==> src/rtl/game_controller.sv <==
// game_controller: turns button presses into cursor moves and step/flag
// actions on a ROWS x COLS board, producing the flag and step maps read by
// the gameboard renderer, plus win/loss status and a one-cycle redraw pulse.
//
// Optional build macro: CURSOR_WRAP_EN
//   defined   -> cursor wraps around the board edges
//   undefined -> cursor saturates at the board edges
//
// state    | meaning
// ---------+----------------------------------------------------------
// ST_PLAY  | normal play; moves, flags and steps are accepted
// ST_CHECK | one cycle after a safe step; decides win or back to play
// ST_LOST  | a mine was stepped on; only a step (restart) is accepted
// ST_WON   | every safe cell revealed; only a step (restart) is accepted

module game_controller #(
  parameter int ROWS = 8,
  parameter int COLS = 8
) (
  input  logic                     clk,
  input  logic                     resetn,
  input  logic [ROWS*COLS-1:0]     mineMap,
  input  logic                     btn_up,
  input  logic                     btn_down,
  input  logic                     btn_left,
  input  logic                     btn_right,
  input  logic                     btn_step,
  input  logic                     btn_flag,
  output logic [ROWS*COLS-1:0]     flagMap,
  output logic [ROWS*COLS-1:0]     stepMap,
  output logic [$clog2(COLS)-1:0]  cursor_x,
  output logic [$clog2(ROWS)-1:0]  cursor_y,
  output logic                     game_over,
  output logic                     game_won,
  output logic                     changed
);

  localparam int N  = ROWS * COLS;
  localparam int XW = $clog2(COLS);
  localparam int YW = $clog2(ROWS);
  localparam int IW = $clog2(N);

  localparam logic [XW-1:0] X_ONE = XW'(1);
  localparam logic [YW-1:0] Y_ONE = YW'(1);
  localparam logic [XW-1:0] X_MAX = XW'(COLS - 1);
  localparam logic [YW-1:0] Y_MAX = YW'(ROWS - 1);

  // bit positions inside the packed button vector
  localparam int B_UP    = 0;
  localparam int B_DOWN  = 1;
  localparam int B_LEFT  = 2;
  localparam int B_RIGHT = 3;
  localparam int B_STEP  = 4;
  localparam int B_FLAG  = 5;

  typedef enum logic [1:0] {
    ST_PLAY  = 2'd0,
    ST_CHECK = 2'd1,
    ST_LOST  = 2'd2,
    ST_WON   = 2'd3
  } state_t;

  state_t          state_q, state_d;
  logic [N-1:0]    flag_q, flag_d;
  logic [N-1:0]    step_q, step_d;
  logic [XW-1:0]   cx_q, cx_d;
  logic [YW-1:0]   cy_q, cy_d;
  logic            changed_q, changed_d;
  logic [5:0]      prev_q;
  logic [5:0]      btn_vec;
  logic [5:0]      rise;
  logic [IW-1:0]   cell_idx;

  assign btn_vec  = {btn_flag, btn_step, btn_right, btn_left, btn_down, btn_up};
  assign rise     = btn_vec & ~prev_q;
  assign cell_idx = IW'(cy_q) * IW'(COLS) + IW'(cx_q);

  // State, maps, cursor, redraw pulse and button history registers.
  always_ff @(posedge clk or negedge resetn) begin
    if (!resetn) begin
      state_q   <= ST_PLAY;
      flag_q    <= '0;
      step_q    <= '0;
      cx_q      <= '0;
      cy_q      <= '0;
      changed_q <= 1'b0;
      prev_q    <= '0;
    end else begin
      state_q   <= state_d;
      flag_q    <= flag_d;
      step_q    <= step_d;
      cx_q      <= cx_d;
      cy_q      <= cy_d;
      changed_q <= changed_d;
      prev_q    <= btn_vec;
    end
  end

  // Next-state and datapath decode; one prioritised action per cycle.
  always_comb begin
    state_d   = state_q;
    flag_d    = flag_q;
    step_d    = step_q;
    cx_d      = cx_q;
    cy_d      = cy_q;
    changed_d = 1'b0;

    case (state_q)
      ST_PLAY: begin
        if (rise[B_STEP]) begin
          if (!(flag_q[cell_idx] || step_q[cell_idx])) begin
            changed_d = 1'b1;
            if (mineMap[cell_idx]) begin
              step_d  = step_q | mineMap;
              state_d = ST_LOST;
            end else begin
              step_d[cell_idx] = 1'b1;
              state_d          = ST_CHECK;
            end
          end
        end else if (rise[B_FLAG]) begin
          if (!step_q[cell_idx]) begin
            flag_d[cell_idx] = ~flag_q[cell_idx];
            changed_d        = 1'b1;
          end
        end else if (rise[B_UP]) begin
`ifdef CURSOR_WRAP_EN
          cy_d      = (cy_q == '0) ? Y_MAX : cy_q - Y_ONE;
          changed_d = 1'b1;
`else
          if (cy_q != '0) begin
            cy_d      = cy_q - Y_ONE;
            changed_d = 1'b1;
          end
`endif
        end else if (rise[B_DOWN]) begin
`ifdef CURSOR_WRAP_EN
          cy_d      = (cy_q == Y_MAX) ? '0 : cy_q + Y_ONE;
          changed_d = 1'b1;
`else
          if (cy_q != Y_MAX) begin
            cy_d      = cy_q + Y_ONE;
            changed_d = 1'b1;
          end
`endif
        end else if (rise[B_LEFT]) begin
`ifdef CURSOR_WRAP_EN
          cx_d      = (cx_q == '0) ? X_MAX : cx_q - X_ONE;
          changed_d = 1'b1;
`else
          if (cx_q != '0) begin
            cx_d      = cx_q - X_ONE;
            changed_d = 1'b1;
          end
`endif
        end else if (rise[B_RIGHT]) begin
`ifdef CURSOR_WRAP_EN
          cx_d      = (cx_q == X_MAX) ? '0 : cx_q + X_ONE;
          changed_d = 1'b1;
`else
          if (cx_q != X_MAX) begin
            cx_d      = cx_q + X_ONE;
            changed_d = 1'b1;
          end
`endif
        end
      end

      // Edges seen here are intentionally dropped; history still updates.
      ST_CHECK: begin
        state_d = (&(step_q | mineMap)) ? ST_WON : ST_PLAY;
      end

      ST_LOST, ST_WON: begin
        if (rise[B_STEP]) begin
          flag_d    = '0;
          step_d    = '0;
          cx_d      = '0;
          cy_d      = '0;
          state_d   = ST_PLAY;
          changed_d = 1'b1;
        end
      end

      default: state_d = ST_PLAY;
    endcase
  end

  assign flagMap   = flag_q;
  assign stepMap   = step_q;
  assign cursor_x  = cx_q;
  assign cursor_y  = cy_q;
  assign changed   = changed_q;
  assign game_over = (state_q == ST_LOST);
  assign game_won  = (state_q == ST_WON);

endmodule
==> config.mk <==
export PLATFORM = sky130hd
export DESIGN_NAME = game_controller
export DESIGN_NICKNAME = d
export VERILOG_FILES = /design/src/rtl/game_controller.sv
export SDC_FILE = /design/constraint.sdc
export NUM_CORES = 1
export LEC_CHECK = 0
export BUFFER_PORTS_ARGS = -buffer_cell sky130_fd_sc_hd__buf_2
export CORE_AREA = 2 2 134 123
export DETAILED_ROUTE_END_ITERATION = 16
export DIE_AREA = 0 0 136 125
export PLACE_DENSITY = 0.81
export SLEW_MARGIN = 40
export SYNTH_ARGS = -nofsm -noshare
export SYNTH_HDL_FRONTEND = slang
export SYNTH_SLANG_ARGS = --single-unit
==> constraint.sdc <==
create_clock -name clk -period 5.9 [get_ports clk]
set_input_delay 0.885 -clock clk [delete_from_list [all_inputs] [get_ports clk]]
set_output_delay 0.885 -clock clk [all_outputs]
set_load 0.01 [all_outputs]
# Yosys cells after proc, flatten, opt, wreduce, memory -nomap -nowiden

Index checks and enable logic that the tools add are counted.

Flip-flop bits (word level): 143
Latch bits: 0
Bits in writable memories: 0
Memory bits (read-only): 0
Input bits: 72
Output and inout port bits: 137
Logic and storage cells: 107
Memories: 0

Add/sub/neg operators: 5
Multiply operators: 0
Div/mod/pow operators: 0
$lt $le $gt $ge: 2
Equal/unequal tests: 20
Shift operators: 0
Mux-type cells: 55
Bitwise gates (word level): 5
Reductions and logical operators: 13

Operators by type and width:

| kind                                                 | count |
|---|---|
| 2-to-1 mux 64 bit                                    | 7 |
| one-hot mux 64 bit (2 select lines)                  | 2 |
| bitwise OR 64 bit                                    | 2 |
| bitwise mux 64 bit                                   | 1 |
| AND reduction 64 bit                                 | 1 |
| 2-to-1 mux 3 bit                                     | 15 |
| != test 3 bit (second input constant)                | 8 |
| binary-select mux 1 bit (select 6 bit)               | 3 |
| != test 2 bit (second input constant)                | 9 |
| 2-to-1 mux 1 bit                                     | 17 |
| one-hot mux 3 bit (2 select lines)                   | 2 |
| 2-to-1 mux 2 bit                                     | 5 |
| AND reduction 9 bit                                  | 1 |
| < comparator 6 x 7 -> 1 bit (second input constant)  | 1 |
| AND reduction 7 bit                                  | 1 |
| adder 3 x 1 -> 3 bit (second input constant)         | 2 |
| adder 6 x 3 -> 6 bit                                 | 1 |
| AND 6 bit                                            | 1 |
| demux 1 bit (select 6 bit)                           | 1 |
| >= comparator 6 x 1 -> 1 bit (second input constant) | 1 |
| inverter 6 bit                                       | 1 |
| one-hot mux 2 bit (3 select lines)                   | 1 |
| nonzero test 3 bit                                   | 2 |
| subtractor 3 x 1 -> 3 bit (second input constant)    | 2 |
| 12 further kinds                                     | 13 |

# Depth between registers and ports, before layout

Word-level depth: 10
Gate-level depth with buffers: 13
Depth with buffers taken out: 8

# Least setup slack after synthesis

No wires, ideal clock.

Kind: flip-flop to flip-flop
Start point: reg cx_q[1], in the netlist cursor_x[1]
End point: reg flag_q[34], in the netlist flagMap[34]
Setup time: 95 ps
Arrival: 2527 ps
Required time: 5805 ps
Path slack: 3278 ps
Cell stages (with the launch flop): 11
Buffers on the path: 2
Clock period less this slack: 2622 ps
Cell sequence: dfrtp_1 > nor2b_1 > buf_6 > a221oi_2 > a31o_2 > o221ai_2 > or4_4 > nor4_4 > nand2_4 > buf_6 > o31ai_1

Longest elaborated chain between the ends: 10
Elaborated cells on any way between the ends: 18
Those cells by class: add/sub (1); order compare (2); eq/ne (1); mux (11); bitwise (1); reduce/logical (2)

RTL lines:

| element                                                                                                  | line | source |
|---|---|---|
| from (decl)                                                                                              | 66   | `logic [XW-1:0] cx_q, cx_d;` |
| from (signal assigned)                                                                                   | 84   | `cx_q <= '0;` |
| from (signal assigned)                                                                                   | 92   | `cx_q <= cx_d;` |
| adder 6 x 3 -> 6 bit (*)                                                                                 | 76   | `assign cell_idx = IW'(cy_q) * IW'(COLS) + IW'(cx_q);` |
| < comparator 6 x 7 -> 1 bit (implied by the code) / >= comparator 6 x 1 -> 1 bit (equally long branches) | 123  | `flag_d[cell_idx] = ~flag_q[cell_idx];` |
| logical AND 1 bit (implied by the code)                                                                  | 123  |  |
| 2-to-1 mux 1 bit (implied by the code)                                                                   | 123  |  |
| demux 1 bit (select 6 bit)                                                                               | 123  |  |
| bitwise mux 64 bit                                                                                       | 123  |  |
| 2-to-1 mux 64 bit                                                                                        | 122  | `if (!step_q[cell_idx]) begin` |
| 2-to-1 mux 64 bit                                                                                        | 121  | `end else if (rise[B_FLAG]) begin` |
| 2-to-1 mux 64 bit                                                                                        | 110  | `if (rise[B_STEP]) begin` |
| one-hot mux 64 bit (2 select lines)                                                                      | 108  | `case (state_q)` |
| to (signal assigned)                                                                                     | 90   | `flag_q <= flag_d;` |
| to (decl)                                                                                                | 64   | `logic [N-1:0] flag_q, flag_d;` |

Every way passes the cells marked *; elsewhere a longest branch is shown, timed or not. The select of a mux whose other input is x is not followed.
A chain may end at the register's enable or synchronous reset.

# Worst setup path after layout

Start point: reg cx_q[0], in the netlist cursor_x[0]
End point: reg flag_q[42], in the netlist flagMap[42]

Same word-level chain as after synthesis.

==> results by group <==
Timing
  – Achievable Freq: about 260 MHz
  – Max Clock Skew: ~0.015 ns
  – Final setup fails: 0
  – Worst slew pin tran: 0.893 ns
  – Slew Viols, Final: 0
  – Worst slew margin: 0.403
  – Period utilization: 0.645
  – Fin. Hold Viols: 0
  – Fin Hold WS: about 0.47 ns
  – Worst setup margin: 2.09 ns
  – Post-Route Setup TNS: 0 ns
  – Fin crit period: 3.81 ns
  – RSZ-0062 raised after global routing: no

Pwr
  – Sw Share: 0.464
  – Cell internal pwr: 3.19 mW
  – Clk pwr share: 0.203
  – Maximum vdd drop: between 0.3 and 0.4 mV
  – Seq pwr share: 0.293
  – P_leak: 4.71 nW
  – Combinational share of power: 0.504
  – P_sw: 2.76 mW
  – Power per cell area: 568 mW/mm2

Die
  – Die span in y: 125 um
  – Core region area: about 0.016 mm2
  – I/O pins: 209
  – Initial Util: 0.573
  – Die W: between 100 and 150 um
  – Std-Cell Rows: 44
  – DIE AREA: 0.0170 mm2

CTS
  – Clock Sinks: 143
  – Post-CTS setup buffer count: 0
  – H-tree level count: 4
  – Worst skew pair latency: 0.44 ns
  – Post-CTS Hold Buffers: 0
  – Clock root buffer: clkbuf_16
  – CTS Buffer Depth: 2
  – Clock Pin Slew Worst Setup and Hold Paths: 0.06 ns
  – Post-CTS Resized: 0
  – TritonCTS clock tree: done
  – Num CTS Buffers: 17

Worst setup path
  – Crit-path max FO: 64
  – Crit path launch type: flop
  – Data required time at the worst endpoint: 6.21 ns
  – WP data arrival: 4.12 ns
  – R2R Setup Slk: 2.09 ns
  – Worst Setup End Kind: flop
  – WS Path Type: flop to flop

Finish
  – Synth-to-layout area growth: 16.1%
  – Nets: ~1200
  – # diodes: 0
  – Share of cells above drive strength 1: 0.237
  – Finished Layout Cells: 1379

Detailed routing
  – Wire length per cell: 26.4 um
  – Iter 0 DRT Violations: 2082
  – Vias: 10000
  – Drt first pass iters: 8
  – Avg Vias per Cell: 7.26
  – Antenna viol nets, final: 0
  – Drt drc: 0
  – Routed WL: 36.4 mm

Yosys
  – Post-synthesis cell area: between 0.009 and 0.01 mm2
  – Post-synth cell types: 69
  – Async SR Flop Fraction: 1.00
  – Synth Flop Type: dfrtp_1
  – Cells after Synth: 1013
  – Synthesis Warnings: 0
  – Leading area contributor after synthesis: dfrtp_1
  – Syn Area/Cell: a little under 9 um2
  – Post-synth EDFFs: 0
  – Top cells by count, synth: nor2_1, dfrtp_1, mux2i_1
  – Share of the synthesized area in the top cell type: 0.397
  – Mapped Nets: between 1000 and 1500
  – Synthesized flop and latch total: ~140
  – Synth top area cells: dfrtp_1, mux2i_1, nor2_1
  – Sequential-to-total area share from yosys stat: 0.397
  – Count leader, synth: nor2_1

Global routing
  – GRT overflow: 0
  – Tot GR Track Use: 0.422
  – First-pass GRT wire length: 53.7 mm
  – Initial antenna violation count: 0
  – Vias in the first global route: roughly 8800
  – Largest net degree at the start of global routing: 83

Placed design
  – I/O Buffers: 208
  – Hpwl dp: 25.4 mm
  – Routability cong.: 1.08
  – Inst Count DP: 1347
  – Worst slack at placement: between 2 and 2.5 ns

Job
  – MaxCap Viol Count: 0

Run status
  – Outcome: finished clean

Hold path
  – HP Class: primary input to asynchronous set/reset pin
## routing by layer
metal / wire length [um] / up-vias / share of wire / global-route usage
met5: 76 / - / 0.0021 / 0.0322
met4: 1600 / 2 / 0.044 / 0.143
met3: 6600 / 176 / 0.18 / 0.160
met2: 14900 / 1067 / 0.41 / 0.591
met1: 13100 / 4718 / 0.36 / 0.597
li1: - / 4049 / - / -
## flip-flops by register name, indices dropped and copies added, names as in the netlist
signal / count
flagMap: 64
cursor_x: 3
prev_q: 6
stepMap: 64
changed: 1
state_q: 2
cursor_y: 3
## final timing paths
check,startpoint,end,cells past startpoint
worst max-delay path,cursor_x[0],flagMap[42],8
worst min-delay path,resetn,stepMap[38],1
worst max register to register,cursor_x[0],flagMap[42],8
worst min register to register,stepMap[8],stepMap[8],2
max in group asynchronous,resetn,flagMap[18],2
min in group clk,stepMap[8],stepMap[8],2
## power by group through the flow
stage / Sequential, mW / Clock (mW) / Combinational (mW)
after global routing: 1.76 / 1.26 / 3.16
after floorplan: 1.70 / 0 / 2.08
after global placement: 1.72 / 0 / 2.80
after CTS: 1.71 / 1.20 / 2.89
final: 1.75 / 1.21 / 3.00
after detailed placement: 1.73 / 0 / 2.87
## cell families after synthesis
group / synth area share
xor gates and xnor gates: 0.00194
DFF: 0.397
muxes: 0.118
adders and majority gates: 0.00444
and+or+nand+nor: 0.159
AOI/OAI and AO/OA: 0.245
buffers and inverters: 0.0738
## cell type report
type,instances,area [um2]
Tap cell,207,259
Multi-Input combinational cell,770,4800
Sequential cell,143,3580
Clock buffer,21,470
Inverter,9,33.8
Clock inverter,11,185
Fill cell,1294,5280
Timing Repair Buffer,218,1140
## through the flow
| stage | instance area (um2) | utilization | total power [mW] |
|---|---|---|---|
| 4_1_cts | 10500 | 0.664 | 5.81 |
| 3_5_place_dp | 9800 | 0.623 | 4.60 |
| 2_1_floorplan | 9020 | - | 3.77 |
| 6_report | 10500 | 0.665 | 5.95 |
| 5_1_grt | 10500 | 0.665 | 6.18 |
| 3_3_place_gp | 9780 | 0.621 | 4.53 |
## critical path, stage by stage, from the launching register on
cell and delay, ns:
dfrtp_2 0.72, buf_4 0.62, mux2i_1 0.36, a22oi_1 0.13
nand3_1 0.14, nand4_1 0.23, nor4_4 0.47, nand2_4 0.49
o31ai_1 0.47
## placed cells by master (no fill, tap or decap), types with 3 or more instances in the layout
master / instances
bufinv_16: 5
o22ai_1: 38
nor2_1: 152
o21ai_1: 50
clkinv_2: 4
a221oi_1: 13
nand3_1: 15
nor3_1: 7
dfrtp_1: 141
buf_6: 3
o21ai_0: 91
a22o_1: 9
mux2i_1: 101
clkbuf_8: 3
o211ai_1: 4
clkbuf_16: 17
nor2b_1: 5
a21oi_1: 13
a31oi_1: 7
nand4_1: 5
o221ai_1: 3
nor4_1: 8
buf_4: 7
buf_2: 207
o31ai_1: 64
nand3_2: 4
inv_1: 9
or3_1: 6
nand2_1: 85
and3_1: 8
a22oi_1: 31
(Power assumes the default switching activity.)
